## src/rtl/fetch_stage.sv

```systemverilog
// Instruction-fetch stage: PC, one-outstanding variable-latency imem fetch,
// 2-entry {instr, pc} output buffer and redirect flush handling.
module fetch_stage #(
    parameter logic [63:0] RESET_PC = 64'h0
) (
    input  logic        clk,
    input  logic        reset,
    output logic        imem_req_valid,
    input  logic        imem_req_ready,
    output logic [63:0] imem_addr,
    input  logic        imem_rsp_valid,
    input  logic [31:0] imem_rsp_data,
    input  logic        redirect_valid,
    input  logic [63:0] redirect_pc,
    output logic        out_valid,
    input  logic        out_ready,
    output logic [31:0] out_instr,
    output logic [63:0] out_pc
);

    typedef enum logic [1:0] {FETCH, WAIT, DRAIN} state_e;

    state_e      state_q, state_d;
    logic [63:0] pc_q, pc_d;
    logic [63:0] req_pc_q, req_pc_d;
    logic [31:0] buf_instr_q [2];
    logic [63:0] buf_pc_q [2];
    logic        head_q, head_d;
    logic        tail_q, tail_d;
    logic [1:0]  count_q, count_d;
    logic        push;
    logic        pop;
    logic        req_fire;
    logic        unused_redirect_lsbs;

    // Requests are gated by reset so nothing is offered while held in reset,
    // and by redirect so a stale PC is never accepted.
    assign imem_req_valid = reset && (state_q == FETCH) && (count_q < 2'd2) && !redirect_valid;
    assign imem_addr      = pc_q;
    assign req_fire       = imem_req_valid && imem_req_ready;

    assign out_valid = (count_q != 2'd0);
    assign out_instr = buf_instr_q[head_q];
    assign out_pc    = buf_pc_q[head_q];

    assign unused_redirect_lsbs = ^redirect_pc[1:0];

    always_comb begin
        state_d  = state_q;
        pc_d     = pc_q;
        req_pc_d = req_pc_q;
        head_d   = head_q;
        tail_d   = tail_q;
        count_d  = count_q;
        push     = 1'b0;
        pop      = 1'b0;
        if (redirect_valid) begin
            pc_d    = {redirect_pc[63:2], 2'b00};
            head_d  = 1'b0;
            tail_d  = 1'b0;
            count_d = 2'd0;
            // A fetch still in flight must have its response swallowed.
            if ((state_q != FETCH) && !imem_rsp_valid) begin
                state_d = DRAIN;
            end else begin
                state_d = FETCH;
            end
        end else begin
            pop = out_valid && out_ready;
            case (state_q)
                FETCH: begin
                    if (req_fire) begin
                        req_pc_d = pc_q;
                        state_d  = WAIT;
                    end
                end
                WAIT: begin
                    if (imem_rsp_valid) begin
                        push    = 1'b1;
                        pc_d    = req_pc_q + 64'd4;
                        state_d = FETCH;
                    end
                end
                DRAIN: begin
                    if (imem_rsp_valid) begin
                        state_d = FETCH;
                    end
                end
                default: state_d = FETCH;
            endcase
            if (push) begin
                tail_d = ~tail_q;
            end
            if (pop) begin
                head_d = ~head_q;
            end
            count_d = count_q + {1'b0, push} - {1'b0, pop};
        end
    end

    always_ff @(posedge clk or negedge reset) begin
        if (!reset) begin
            state_q        <= FETCH;
            pc_q           <= RESET_PC;
            req_pc_q       <= '0;
            head_q         <= 1'b0;
            tail_q         <= 1'b0;
            count_q        <= 2'd0;
            buf_instr_q[0] <= '0;
            buf_instr_q[1] <= '0;
            buf_pc_q[0]    <= '0;
            buf_pc_q[1]    <= '0;
        end else begin
            state_q  <= state_d;
            pc_q     <= pc_d;
            req_pc_q <= req_pc_d;
            head_q   <= head_d;
            tail_q   <= tail_d;
            count_q  <= count_d;
            if (push) begin
                buf_instr_q[tail_q] <= imem_rsp_data;
                buf_pc_q[tail_q]    <= req_pc_q;
            end
        end
    end

endmodule

```

## config.mk

```make
export PLATFORM = sky130hd
export DESIGN_NAME = fetch_stage
export DESIGN_NICKNAME = d
export VERILOG_FILES = /design/src/rtl/fetch_stage.sv
export SDC_FILE = /design/constraint.sdc
export NUM_CORES = 1
export LEC_CHECK = 0
export BUFFER_PORTS_ARGS = -buffer_cell sky130_fd_sc_hd__buf_2
export CORE_ASPECT_RATIO = 1.2
export CORE_MARGIN = 2
export CORE_UTILIZATION = 46
export DETAILED_ROUTE_END_ITERATION = 8
export PLACE_DENSITY = 0.76
export SETUP_SLACK_MARGIN = 0.3
export SKIP_CTS_REPAIR_TIMING = 1
export SYNTH_ARGS = -nofsm -noshare
export SYNTH_HDL_FRONTEND = slang
export SYNTH_SLANG_ARGS = --single-unit
```

## constraint.sdc

```tcl
create_clock -name clk -period 6.5 [get_ports clk]
set_input_delay 0.325 -clock clk [delete_from_list [all_inputs] [get_ports clk]]
set_output_delay 0.325 -clock clk [all_outputs]
set_load 0.03 [all_outputs]
```

# Yosys cells after proc, flatten, opt, wreduce, memory -nomap -nowiden
# Index checks and enable logic that the tools add are counted.
[totals] reg_bits=326 n_memories=0 latchBits=0 rom_bits=0 ram_bits=0 wordCells=75 output_inout_bits=162 in_bits=102
[op_classes] div_mod_pow=0 reduce_logical=20 n_bitwise=5 shift=0 n_lt_le_gt_ge=4 n_mux=29 mul=0 add_sub_neg=3 n_eq_ne=4
[op_table] op="two-way mux 64 bit" count=7
[op_table] op="bitwise mux 128 bit" count=1
[op_table] op="two-way mux 32 bit" count=4
[op_table] op="adder 64 x 3 -> 64 bit (second input constant)" count=1
[op_table] op="bitwise mux 64 bit" count=1
[op_table] op="demux 64 bit (select 1 bit)" count=1
[op_table] op="demux 32 bit (select 1 bit)" count=1
[op_table] op="nonzero test 2 bit" count=6
[op_table] op="two-way mux 2 bit" count=5
[op_table] op="two-way mux 1 bit" count=8
[op_table] op="logical AND 1 bit" count=7
[op_table] op=">= comparator 2 bit (second input constant)" count=2
[op_table] op="inverter 1 -> 2 bit" count=2
[op_table] op="one-hot mux 2 bit (2 select lines)" count=1
[op_table] op="AND reduction 2 bit" count=2
[op_table] op="inequality test 3 x 1 -> 1 bit (second input constant)" count=1
[op_table] op="inequality test 3 bit (second input constant)" count=1
[op_table] op="inverter 1 bit" count=3
[op_table] op="AND reduction 3 bit" count=1
[op_table] op="adder 2 x 1 -> 2 bit" count=1
[op_table] op="equality test 2 x 1 -> 1 bit (second input constant)" count=1
[op_table] op="equality test 2 bit (second input constant)" count=1
[op_table] op="zero test 1 bit" count=2
[op_table] op="zero test 2 bit" count=1
[op_table] op="4 further kinds" count=4

# Logic depth before layout (Yosys ltp)
# Gate-level depths: netlist of run 1.
[logic_depth] ltp_word=8 depth_mapped=12 depth_no_buf=10

# Least setup slack after synthesis of run 1
# No wires, ideal clock.
[synth_timing] path_kind="reg2reg" start="register state_q[0]" end="register req_pc_q[25]" path_slack_ns=3.758 t_required_ns=6.375 setup_ns=0.125 t_arrival_ns=2.617 path_buffers=2 synth_period_minus_slack_ns=2.742 path_stages_with_launch=8 cell_sequence="dfrtp_1 -> inv_1 -> ha_1 -> nor4bb_1 -> nand2_1 -> clkbuf_1 -> clkbuf_1 -> mux2_2"
[synth_via] elab_chain_len=6
[synth_lines] element="from (decl)" line="23" source="state_e state_q, state_d;"
[synth_lines] element="from (signal assigned)" line="114" source="state_q <= state_d;"
[synth_lines] element="zero test 2 bit" line="38" source="assign imem_req_valid = reset && (state_q == FETCH) && (count_q < 2'd2) && !redirect_valid;"
[synth_lines] element="logical AND 1 bit (3 in series)" line="38"
[synth_lines] element="net imem_req_valid" line="8" source="output logic imem_req_valid,"
[synth_lines] element="logical AND 1 bit" line="40" source="assign req_fire = imem_req_valid && imem_req_ready;"
[synth_lines] element="AND reduction 3 bit (no source line)"
[synth_lines] element="to (signal assigned)" line="116" source="req_pc_q <= req_pc_d;"
[synth_lines] element="to (decl)" line="25" source="logic [63:0] req_pc_q, req_pc_d;"
# The timed path passes the listed nets, and every way through them passes these cells.
# A chain may end at the register's enable or synchronous reset.

# Worst setup path after layout of run 1
[layout_timing] start="register req_pc_q[2]" end="register pc_q[60], in the netlist imem_addr[60]"
[layout_via] elab_chain_len=4
[layout_lines] element="adder 64 x 3 -> 64 bit" line="80" source="pc_d = req_pc_q + 64'd4;"
[layout_lines] element="two-way mux 64 bit" line="78" source="if (imem_rsp_valid) begin"
[layout_lines] element="two-way mux 64 bit" line="70" source="case (state_q)"
[layout_lines] element="two-way mux 64 bit" line="57" source="if (redirect_valid) begin"
[layout_lines] element="to (signal assigned)" line="115" source="pc_q <= pc_d;"
[layout_lines] element="to (decl)" line="24" source="logic [63:0] pc_q, pc_d;"
# No other way between the ends. The select of a mux whose other input is x is not followed.

==> results of run 1 <==
## worst reg2reg max path: cells and delay by family, from the launching register on
family                     cells  cell delay [ps]
and+or+nand+nor                4             2070
DFF                            1              460
adders and majority gates      1              240
xor gates and xnor gates       1              170
AOI/OAI and AO/OA              1              130
## cell type report
cell class	instances	area, um2
multi-input combinational	801	6580
timing repair buffer	275	1430
clock inverter	8	42.5
inverter	16	60.1
fill	2716	14400
clock buffer	53	1060
sequential	326	8160
tap	407	509
## per-stage QoR
| step | cells | util, % | setup WS (ps) | power [mW] |
|---|---|---|---|---|
| 6_report | 1886 | 55.3 | 3280 | 7.38 |
| 5_1_grt | 1886 | 55.3 | 3110 | 7.76 |
| 4_1_cts | 1884 | 55.2 | 3220 | 7.44 |
| 3_5_place_dp | 1823 | 51.8 | 3250 | 5.51 |
| 3_3_place_gp | 1823 | 51.8 | 3300 | 5.43 |
| 2_1_floorplan | 1223 | - | 3760 | 4.76 |
## cells by family (layout without fill, tap and decap cells)
group | Yosys count | after routing | synth area share (%)
adder cells (fa/ha/maj) | 5 | 5 | 0.415
XOR/XNOR | 56 | 56 | 3.25
AO/OA/AOI/OAI | 111 | 111 | 4.68
flip-flops | 326 | 326 | 54.1
multiplexers | 348 | 348 | 25.9
buffers and inverters | 96 | 352 | 2.50
AND/OR/NAND/NOR | 281 | 281 | 9.19
## where the power goes
part           switching, mW  internal (mW)  leakage [nW]
Sequential             0.564           2.53          4.24
Combinational           1.35           1.03          3.85
Clock                  0.785           1.12         0.544
## metal layers
| metal | vias to the layer above | GRT usage [%] | routed length [um] |
|---|---|---|---|
| li1 | 4819 | - | - |
| met1 | 5376 | 26.7 | 15200 |
| met2 | 326 | 36.8 | 18400 |
| met3 | 60 | 4.76 | 2200 |
| met4 | 6 | 6.62 | 860 |
| met5 | - | 0 | 42 |
## state kept, by name, summed over array words and instances (netlist names)
register     count
head_q           1
req_pc_q        64
state_q          2
count_q          2
tail_q           1
imem_addr       64
buf_instr_q     64
buf_pc_q       128
## synthesized netlist by cell type (7+ instances only)
| master | n |
|---|---|
| sky130_fd_sc_hd__mux2_2 | 341 |
| sky130_fd_sc_hd__dfrtp_1 | 326 |
| sky130_fd_sc_hd__nand2_1 | 124 |
| sky130_fd_sc_hd__clkbuf_1 | 58 |
| sky130_fd_sc_hd__nor2_1 | 43 |
| sky130_fd_sc_hd__xnor2_1 | 43 |
| sky130_fd_sc_hd__o21ai_0 | 39 |
| sky130_fd_sc_hd__o221ai_1 | 24 |
| sky130_fd_sc_hd__a21oi_1 | 23 |
| sky130_fd_sc_hd__nor3_1 | 20 |
| sky130_fd_sc_hd__nand3_1 | 18 |
| sky130_fd_sc_hd__inv_1 | 15 |
| sky130_fd_sc_hd__nand4_1 | 15 |
| sky130_fd_sc_hd__nor4_1 | 14 |
| sky130_fd_sc_hd__xor2_1 | 13 |
| sky130_fd_sc_hd__buf_2 | 11 |
| sky130_fd_sc_hd__buf_1 | 10 |
| sky130_fd_sc_hd__and3_1 | 8 |
| sky130_fd_sc_hd__mux2i_1 | 7 |
## worst paths after layout
check	start	endpoint	cells after the start
min in group asynchronous	reset	buf_instr_q[40]	2
max in group asynchronous	reset	req_pc_q[21]	4
max	req_pc_q[2]	imem_addr[60]	7
min reg2reg	buf_pc_q[62]	buf_pc_q[62]	2
max reg2reg	req_pc_q[2]	imem_addr[60]	7
min	redirect_pc[36]	imem_addr[36]	3
==> reports/qor_table.md, run 1 <==
| Step | Parameter | This run |
| --- | --- | --- |
| pwr | Worst voltage drop across the vdd grid | 0.288 mV |
| sta | Worst Hold Margin | 10.6 ps |
| synth | Flip-flop and latch count after synthesis | 326 |
| sta | Final setup skew | 21.1 ps |
| clock tree | Clock tree from TritonCTS | done |
| floorplan | Num ports | 264 |
| grt | Aggregate global routing overflow | 0 |
| drt | Detailed router's first-iteration violation count | 549 |
| place | Port Buf Inserts | 261 |
| clock tree | Clock root buffer master | sky130_fd_sc_hd__clkbuf_16 |
| grt | Maximum number of pins on one net before global-route repair | 118 |
| clock tree | Sinks on the clock net | 326 |
| drt | Wire length reported by the detailed router | 36.7 mm |
| critical path | R2R Setup Slk | 3280 ps |
| cells and area | Number of nets in the final layout | 1562 |
| grt | Number of global-route vias before repair | 10952 |
| critical path | Critical path buffer and inverter count | 0 |
| critical path | Cell with the biggest individual delay on the critical path | sky130_fd_sc_hd__nand4_1 |
| synth | Avg Cell Area, Syn | 12.3 um2 |
| cells and area | Fraction of final layout cells with drive strength greater than 1 | 46.3% |
| synth | Cell count after synthesis | 1223 |
| critical path | Worst path cell trace | ha_1 > nand3_2 > nor4_2 > nand4_1 > nor4_1 > xnor2_1 > o221ai_1 |
| sta | Number of endpoints failing setup at the final stage | 0 |
| clock tree | Number of CTS-inserted buffers | 35 |
| hold path | Path class of the lowest-slack min-delay path | in -> reg |
| sta | Clock period minus final worst setup slack | 3220 ps |
| drt | Overall via count from detail_route | 10587 |
| place | DP Wirelength | 23.9 mm |
| sta | Setup total negative slack | 0 ps |
| grt | Global router's overall resource usage | 21.3% |
| place | Placer congestion estimate | 0.769 |
| critical path | Family with the most delay on the worst path | simple AND/OR/NAND/NOR gates |
| sta | Max Transition Viols Final | 0 |
| job | MaxCap Viol Count | 0 |
| synth | Flip-flop cell with the highest count after synthesis | sky130_fd_sc_hd__dfrtp_1 |
| cells and area | Synthesis-to-layout area growth | 18.2% |
| synth | Synthesized net count | 1330 |
| floorplan | Starting density of the core | 46.8% |
| cells and area | Most common cell after layout, fill and taps aside | sky130_fd_sc_hd__mux2_2 |
| sta | Peak Freq | 0.311 GHz |
| synth | Most area-hungry cell type in the Yosys netlist | sky130_fd_sc_hd__dfrtp_1 |
| clock tree | Buffer levels on the longest clock path | 3 |
| drt | Vias per cell | 5.61 |
| sta | Worst-case headroom to the max-slew limit | 25.0% |
| synth | Library cells used by synthesis | 46 |
| drt | WL per Instance | 19.5 um |
| floorplan | Num rows | 72 |
| cells and area | Antenna diode instance count | 0 |
| critical path | Max FO, Critical Path | 13 |
| synth | Asr flop ratio synth | 100% |
| critical path | Slowest stage delay, CP | 660 ps |
| synth | EDFF count, synth | 0 |
| cells and area | Commonest cells after routing, fill and taps aside | sky130_fd_sc_hd__mux2_2 (341), sky130_fd_sc_hd__dfrtp_1 (325), sky130_fd_sc_hd__buf_2 (259) |
| drt | Count of nets left with antenna violations after detail routing | 0 |
| floorplan | Die area | 34300 um2 |
| grt | Wire length of the first global-routing pass | 58.1 mm |
| floorplan | Die Height | 202 um |
| sta | Setup repair after global routing missed its margin | false |
| clock tree | Clock-pin slew on the worst setup and hold paths | 60 ps |
| sta | Fin crit share | 49.5% |
| drt | TritonRoute pass-1 iters | 5 |
| drt | DRC violation count after routing | 0 |
| cells and area | Area of all placed cells without fillers | 17800 um2 |
| critical path | Data required, critical path | 6860 ps |
| critical path | Critical Path End Type | flop |
| synth | Synthesis Warnings | 0 |
| sta | Final hold violations | 0 |
| sta | Transition time at the pin with the least slew margin | 1130 ps |
| floorplan | Core Region | 32300 um2 |
| run status | Run status | completed |
| grt | Initial antenna violation count | 3 |
| place | Placed Instance Area | 16700 um2 |
| critical path | Worst setup path category | reg -> reg |
| synth | Share of the synthesized area in the top cell type | 54.1% |
| critical path | Worst endpoint data arrival time | 3580 ps |
| clock tree | Latest clock arrival within the worst-skew pair | 520 ps |
| synth | Most area-consuming cells after synthesis | sky130_fd_sc_hd__dfrtp_1 (54%), sky130_fd_sc_hd__mux2_2 (25%), sky130_fd_sc_hd__nand2_1 (3.1%) |
| pwr | Leakage power | 8.63 nW |
| synth | Post-synthesis instance area | 15100 um2 |
| synth | Sequential element share of the synthesized area | 54.1% |
| pwr | Power Dens Cells | 414 nW/um2 |
| floorplan | Horizontal die dimension | 169 um |
| critical path | Setup crit start kind | flop |
| clock tree | CTS H-Tree Depth | 2 |
Power figures use the tool's default switching activity.
==> run 2, diff against run 1 <==
- PLACE_DENSITY: 0.76 -> 0.78
- clock period: 6.5 -> 2.6 ns (I/O delays scaled with it)
==> run 2 against run 1 <==
Against the previous run:
- the run now ends with negative hold slack left
- clock power rose to 2.7 times the previous value
- flip-flop and latch count unchanged
- non-clock buffer count up 123
- sequential power rose to 2.5 times the previous value
- worst setup slack worse by 2900 ps
- clock-buffer cell count up 2
- critical path depth down 1
- combinational power rose to 2.7 times the previous value
- clock skew down 5.4 ps
- largest cell class unchanged
==> reports/qor_table.md, run 2 (synthesis results as in run 1) <==
| Step | Parameter | This run | Change |
| --- | --- | --- | --- |
| run status | Run status | finished with violations | was completed |
| run status | Violations in the final reports | negative hold slack |  |
| clock tree | Buffer levels on the longest clock path | 3 | unchanged |
| grt | Aggregate global routing overflow | 0 | unchanged |
| critical path | Critical path buffer and inverter count | 0 | unchanged |
| hold path | Path class of the lowest-slack min-delay path | in -> reg | unchanged |
| clock tree | Clock tree from TritonCTS | done | unchanged |
| critical path | Worst setup path category | reg -> reg | unchanged |
| grt | Wire length of the first global-routing pass | 60.2 mm | was 58.1 mm |
| sta | Final setup skew | 15.7 ps | was 21.1 ps |
| pwr | Combinational cell fraction of total power | 33.3% | was 32.3% |
| grt | Number of global-route vias before repair | 11085 | was 10952 |
| cells and area | Commonest cells after routing, fill and taps aside | sky130_fd_sc_hd__mux2_2 (341), sky130_fd_sc_hd__dfrtp_1 (308), sky130_fd_sc_hd__buf_2 (259) | was sky130_fd_sc_hd__mux2_2 (341), sky130_fd_sc_hd__dfrtp_1 (325), sky130_fd_sc_hd__buf_2 (259) |
| cells and area | Synthesis-to-layout area growth | 28.2% | was 18.2% |
| grt | Global router's overall resource usage | 22.2% | was 21.3% |
| place | DP Wirelength | 25.4 mm | was 23.9 mm |
| pwr | Leakage power | 9.26 nW | was 8.63 nW |
| pwr | Power Dens Cells | 998 nW/um2 | was 414 nW/um2 |
| pwr | Overall power of the completed layout | 19.3 mW | was 7.38 mW |
| sta | Max Transition Viols Final | 0 | unchanged |
| drt | Count of nets left with antenna violations after detail routing | 0 | unchanged |
| critical path | Cell with the biggest individual delay on the critical path | sky130_fd_sc_hd__or4_4 | was sky130_fd_sc_hd__nand4_1 |
| clock tree | Latest clock arrival within the worst-skew pair | 520 ps | about the same |
| job | MaxCap Viol Count | 0 | unchanged |
| floorplan | Core Region | 32300 um2 | unchanged |
| pwr | Relative contribution of the clock network to total power | 26.6% | was 25.8% |
| pwr | Worst voltage drop across the vdd grid | 0.636 mV | was 0.288 mV |
| sta | Peak Freq | 0.455 GHz | was 0.311 GHz |
| floorplan | Die area | 34300 um2 | unchanged |
| critical path | Slowest stage delay, CP | 610 ps | was 660 ps |
| sta | Setup total negative slack | 0 ps | unchanged |
| pwr | Internal power | 12.3 mW | was 4.68 mW |
| critical path | Max FO, Critical Path | 6 | was 13 |
| place | Port Buf Inserts | 261 | unchanged |
| clock tree | Clock-pin slew on the worst setup and hold paths | 60 ps | about the same |
| grt | Initial antenna violation count | 2 | was 3 |
| floorplan | Horizontal die dimension | 169 um | unchanged |
| cells and area | Fraction of final layout cells with drive strength greater than 1 | 46.5% | was 46.3% |
| sta | Transition time at the pin with the least slew margin | 913 ps | was 1130 ps |
| critical path | Setup crit start kind | flop | unchanged |
| critical path | Data required, critical path | 2960 ps | was 6860 ps |
| cells and area | Most common cell after layout, fill and taps aside | sky130_fd_sc_hd__mux2_2 | unchanged |
| cells and area | Largest reg by FF count | buf_pc_q | unchanged |
| floorplan | Num ports | 264 | unchanged |
| drt | Wire length reported by the detailed router | 40.3 mm | was 36.7 mm |
| clock tree | CTS H-Tree Depth | 2 | unchanged |
| critical path | Worst path cell trace | nand3_2 > or4_4 > nor4_4 > a21oi_1 > o21ai_1 > o211ai_1 | was ha_1 > nand3_2 > nor4_2 > nand4_1 > nor4_1 > xnor2_1 > o221ai_1 |
| drt | TritonRoute pass-1 iters | 5 | unchanged |
| pwr | Share of total power consumed by net switching | 36.4% | was 36.6% |
| grt | Maximum number of pins on one net before global-route repair | 162 | was 118 |
| critical path | Family with the most delay on the worst path | simple AND/OR/NAND/NOR gates | unchanged |
| sta | Setup repair after global routing missed its margin | true | was false |
| floorplan | Starting density of the core | 46.8% | unchanged |
| floorplan | Die Height | 202 um | unchanged |
| floorplan | Num rows | 72 | unchanged |
| sta | Clock period minus final worst setup slack | 2200 ps | was 3220 ps |
| critical path | Critical Path End Type | flop | unchanged |
| drt | WL per Instance | 20.1 um | was 19.5 um |
| pwr | Flop pwr share | 40.0% | was 41.9% |
| drt | Detailed router's first-iteration violation count | 657 | was 549 |
| sta | Worst Hold Margin | -99.2 ps | was 10.6 ps |
| clock tree | Sinks on the clock net | 326 | unchanged |
| pwr | Reported net switching power | 7.03 mW | was 2.70 mW |
| drt | Overall via count from detail_route | 11275 | was 10587 |
| sta | Worst-case headroom to the max-slew limit | 39.1% | was 25.0% |
| sta | Final hold violations | 4 | was 0 |
| critical path | Worst endpoint data arrival time | 2560 ps | was 3580 ps |
| clock tree | Number of CTS-inserted buffers | 35 | unchanged |
| place | Placer congestion estimate | 0.805 | was 0.769 |
| sta | Fin crit share | 84.6% | was 49.5% |
| cells and area | Number of nets in the final layout | 1685 | was 1562 |
| drt | DRC violation count after routing | 0 | unchanged |
| drt | Vias per cell | 5.61 | about the same |
| cells and area | Flip-flop count of the largest register, all copies and words added | 128 | unchanged |
| sta | Number of endpoints failing setup at the final stage | 0 | unchanged |
| clock tree | Clock root buffer master | sky130_fd_sc_hd__clkbuf_16 | unchanged |
## run 2: changes by cell type in the layout (fill, tap and decap cells not counted), moves of 4 or more
cell | previous run | this run
sky130_fd_sc_hd__dlygate4sd3_1 | 2 | 100
sky130_fd_sc_hd__dfrtp_1 | 325 | 308
sky130_fd_sc_hd__dfrtp_2 | 0 | 17
sky130_fd_sc_hd__buf_4 | 13 | 29
sky130_fd_sc_hd__buf_12 | 0 | 8
sky130_fd_sc_hd__nor4_1 | 14 | 8
sky130_fd_sc_hd__clkinv_2 | 7 | 3
sky130_fd_sc_hd__nand3_1 | 18 | 14
sky130_fd_sc_hd__nor4_2 | 4 | 8
## run 2: metrics by stage
step | instance area [um2] | cells | worst slack (ps) | hold WS (ps) | utilization (%)
6_report | 19300 | 2011 | 401 | -99.2 | 60.0
5_1_grt | 19300 | 2011 | 261 | -83.9 | 60.0
4_1_cts | 18200 | 1904 | 147 | -599 | 56.3
3_5_place_dp | 17000 | 1842 | 161 | -52.2 | 52.6
3_3_place_gp | 17000 | 1842 | 222 | -53.3 | 52.6
2_1_floorplan | 15100 | 1223 | 418 | -166 | -
## run 2: layer usage
| layer | global-route usage [%] | vias up | share of wire, % |
|---|---|---|---|
| li1 | - | 5079 | - |
| met1 | 27.6 | 5709 | 41 |
| met2 | 37.6 | 394 | 50 |
| met3 | 5.07 | 91 | 5.8 |
| met4 | 8.27 | 2 | 3.4 |
| met5 | 0 | - | 0.017 |
## run 2: final timing paths
check                      slack [ps]               to           start  cells after the start
max in group asynchronous        1410     req_pc_q[20]           reset                      3
max reg2reg                       400    imem_addr[55]    req_pc_q[23]                      6
min reg2reg                       480     buf_pc_q[55]    buf_pc_q[55]                      2
max                               400    imem_addr[55]    req_pc_q[23]                      6
min                              -100       count_q[1]  redirect_valid                      2
min in group asynchronous          10  buf_instr_q[33]           reset                      2
## run 2: power by group through the flow
stage	sequential [mW]	combinational, mW	clock [mW]
floorplan	7.42	4.50	0
global placement	7.65	6.04	0
detailed placement	7.78	6.16	0
CTS	7.69	6.20	5.25
global route	7.92	6.86	5.45
finish	7.73	6.44	5.14
## run 2: cell type report
class                      count  area (um2)
fill                        2475       12900
sequential                   326        8180
multi-input combinational    801        6700
timing repair buffer         398        2700
clock buffer                  55        1070
tap                          407         509
clock inverter                 7         116
inverter                      16        60.1
antenna                        1        2.50
==> run 3, diff against run 2 <==
- PLACE_DENSITY: 0.78 -> 0.76
- clock period: 2.6 -> 2.11 ns (I/O delays scaled with it)
==> run 3 against run 2 <==
Against the previous run:
- worst setup slack worse by 540 ps
- clock skew about the same
- the flow finishes with violations (negative hold slack, negative setup slack)
- utilization up 6.7 points
- critical endpoint is now imem_addr[52]
==> reports/qor_table.md, run 3 (synthesis results as in run 1) <==
| Step | Parameter | This run | Change |
| --- | --- | --- | --- |
| drt | Overall via count from detail_route | 11853 | was 11275 |
| critical path | Worst endpoint data arrival time | 2620 ps | was 2560 ps |
| clock tree | Number of CTS-inserted buffers | 35 | unchanged |
| floorplan | Die area | 34300 um2 | unchanged |
| cells and area | Most common cell after layout, fill and taps aside | sky130_fd_sc_hd__dfrtp_1 | was sky130_fd_sc_hd__mux2_2 |
| clock tree | Clock root buffer master | sky130_fd_sc_hd__clkbuf_16 | unchanged |
| cells and area | Flip-flop count of the largest register, all copies and words added | 128 | unchanged |
| sta | Worst-case headroom to the max-slew limit | 25.9% | was 39.1% |
| place | Port Buf Inserts | 261 | unchanged |
| sta | Transition time at the pin with the least slew margin | 1110 ps | was 913 ps |
| critical path | Slowest stage delay, CP | 430 ps | was 610 ps |
| pwr | Leakage power | 10.2 nW | was 9.26 nW |
| sta | Setup repair after global routing missed its margin | true | unchanged |
| hold path | Path class of the lowest-slack min-delay path | in -> reg | unchanged |
| cells and area | Final-layout fill cell count | 2188 | was 2475 |
| critical path | Origin of the critical flop-to-flop path | req_pc_q[21] | was req_pc_q[23] |
| floorplan | Num ports | 264 | unchanged |
| drt | Count of nets left with antenna violations after detail routing | 0 | unchanged |
| floorplan | Die Height | 202 um | unchanged |
| cells and area | Largest reg by FF count | buf_pc_q | unchanged |
| hold path | Origin of the worst min-delay path | out_ready | was redirect_valid |
| sta | Final hold violations | 1 | was 4 |
| cells and area | Synthesis-to-layout area growth | 42.5% | was 28.2% |
| grt | Aggregate global routing overflow | 0 | unchanged |
| clock tree | Sinks on the clock net | 326 | unchanged |
| place | Placed cells | 1892 | was 1842 |
| floorplan | Starting density of the core | 46.8% | unchanged |
| sta | Smallest setup slack after layout | -143 ps | was 401 ps |
| clock tree | Clock-pin slew on the worst setup and hold paths | 60 ps | about the same |
| floorplan | Core Region | 32300 um2 | unchanged |
| critical path | Family with the most delay on the worst path | simple AND/OR/NAND/NOR gates | unchanged |
| pwr | Power Dens Cells | 1250 nW/um2 | was 998 nW/um2 |
| grt | Number of global-route vias before repair | 11338 | was 11085 |
| critical path | Critical path buffer and inverter count | 3 | was 0 |
| critical path | Worst setup path category | reg -> reg | unchanged |
| clock tree | Clock tree from TritonCTS | done | unchanged |
| cells and area | Fraction of final layout cells with drive strength greater than 1 | 50.9% | was 46.5% |
| clock tree | Latest clock arrival within the worst-skew pair | 510 ps | was 520 ps |
| critical path | Data required, critical path | 2480 ps | was 2960 ps |
| cells and area | Area of all placed cells without fillers | 21500 um2 | was 19300 um2 |
| drt | Vias per cell | 5.64 | was 5.61 |
| floorplan | Horizontal die dimension | 169 um | unchanged |
| drt | Detailed router's first-iteration violation count | 793 | was 657 |
| place | Placed Instance Area | 17500 um2 | was 17000 um2 |
| floorplan | Num rows | 72 | unchanged |
| place | Placer congestion estimate | 0.892 | was 0.805 |
| cells and area | Commonest cells after routing, fill and taps aside | sky130_fd_sc_hd__dfrtp_1 (316), sky130_fd_sc_hd__mux2_2 (312), sky130_fd_sc_hd__buf_2 (169) | was sky130_fd_sc_hd__mux2_2 (341), sky130_fd_sc_hd__dfrtp_1 (308), sky130_fd_sc_hd__buf_2 (259) |
| critical path | Setup crit start kind | flop | unchanged |
| drt | DRC violation count after routing | 0 | unchanged |
| drt | WL per Instance | 22.7 um | was 20.1 um |
| cells and area | Final Instance Count excl. Fillers | 2102 | was 2011 |
| sta | Final setup skew | 15.5 ps | was 15.7 ps |
| critical path | Worst path cell trace | nand4_1 > nor4_2 > buf_4 > nand4_1 > buf_6 > buf_6 > o31a_1 > nor3_2 > o31ai_1 | was nand3_2 > or4_4 > nor4_4 > a21oi_1 > o21ai_1 > o211ai_1 |
| clock tree | CTS H-Tree Depth | 2 | unchanged |
| critical path | Max FO, Critical Path | 7 | was 6 |
| sta | Worst Hold Margin | -0.701 ps | was -99.2 ps |
| sta | Fin crit share | 107% | was 84.6% |
| critical path | Critical Path End Type | flop | unchanged |
| pwr | Overall power of the completed layout | 26.8 mW | was 19.3 mW |
| job | MaxCap Viol Count | 0 | unchanged |
| cells and area | Final core utilization | 66.7% | was 60.0% |
| sta | Max Transition Viols Final | 0 | unchanged |
| run status | Run status | finished with violations | unchanged |
| grt | Maximum number of pins on one net before global-route repair | 180 | was 162 |
| place | DP Wirelength | 26.3 mm | was 25.4 mm |
| pwr | Worst voltage drop across the vdd grid | 0.878 mV | was 0.636 mV |
| cells and area | Number of nets in the final layout | 1774 | was 1685 |
| sta | Number of endpoints failing setup at the final stage | 18 | was 0 |
| grt | Global router's overall resource usage | 22.8% | was 22.2% |
| sta | Clock period minus final worst setup slack | 2250 ps | was 2200 ps |
| critical path | Cell with the biggest individual delay on the critical path | sky130_fd_sc_hd__dfrtp_1 | was sky130_fd_sc_hd__or4_4 |
| drt | Wire length reported by the detailed router | 47.6 mm | was 40.3 mm |
| sta | Peak Freq | 0.444 GHz | was 0.455 GHz |
| clock tree | Buffer levels on the longest clock path | 3 | unchanged |
| grt | Initial antenna violation count | 3 | was 2 |
| critical path | Launch point of the critical path | req_pc_q[21] | was req_pc_q[23] |
| run status | Violations in the final reports | negative hold slack, negative setup slack | was negative hold slack |
| drt | TritonRoute pass-1 iters | 5 | unchanged |
| grt | Wire length of the first global-routing pass | 61.8 mm | was 60.2 mm |
run 3: changes by cell type in the layout (fill, tap and decap cells not counted), sizes merged:
| cell | delta |
|---|---|
| clkbuf | +16 |
| dlygate4sd3 | -3 |
| inv | -1 |
| clkinv | +2 |
| diode | +1 |
| buf | +76 |
run 3: final cells by class:
class / count / area, um2 / area share (%)
inverter: 16 / 62.6 / 0.291
tap: 407 / 509 / 2.37
clock buffer: 55 / 1080 / 5.04
timing repair buffer: 487 / 4430 / 20.6
multi-input combinational: 801 / 7110 / 33.1
sequential: 326 / 8170 / 38.0
antenna: 2 / 5.00 / 0.0233
clock inverter: 8 / 123 / 0.570
run 3: layer usage:
| metal | global-route usage, % | vias to the layer above | wire (um) |
|---|---|---|---|
| met5 | 0 | - | 9 |
| met2 | 38.4 | 437 | 24300 |
| li1 | - | 5253 | - |
| met4 | 10.1 | 2 | 2140 |
| met1 | 28.7 | 6028 | 18500 |
| met3 | 4.01 | 133 | 2660 |
run 3: tightest hold or removal path: stages:
cell,delay (ps)
sky130_fd_sc_hd__buf_2,80
sky130_fd_sc_hd__and2_4,150
sky130_fd_sc_hd__xnor2_1,60
sky130_fd_sc_hd__nor2_1,70
run 3: metrics by stage:
step                      setup TNS, ps  setup slack (ps)
after CTS                         -3670              -203
after global routing              -2870              -207
after global placement             -477             -87.9
after detailed placement          -1120              -176
final                             -1350              -143
after floorplan                       0               141
run 3: report_power, final:
group | switching, mW | internal (mW)
clock | 2.51 | 3.90
sequential | 1.30 | 7.81
combinational | 5.78 | 5.52
total | 9.59 | 17.2
run 3: worst paths after layout:
kind | to | slack, ps | depth (start not counted)
max in group asynchronous | head_q | 750 | 3
setup reg to reg | imem_addr[52] | -140 | 9
min in group asynchronous | state_q[0] | 280 | 3
setup / recovery | imem_addr[52] | -140 | 9
hold reg to reg | buf_pc_q[62] | 480 | 2
hold / removal | head_q | -0.7 | 4
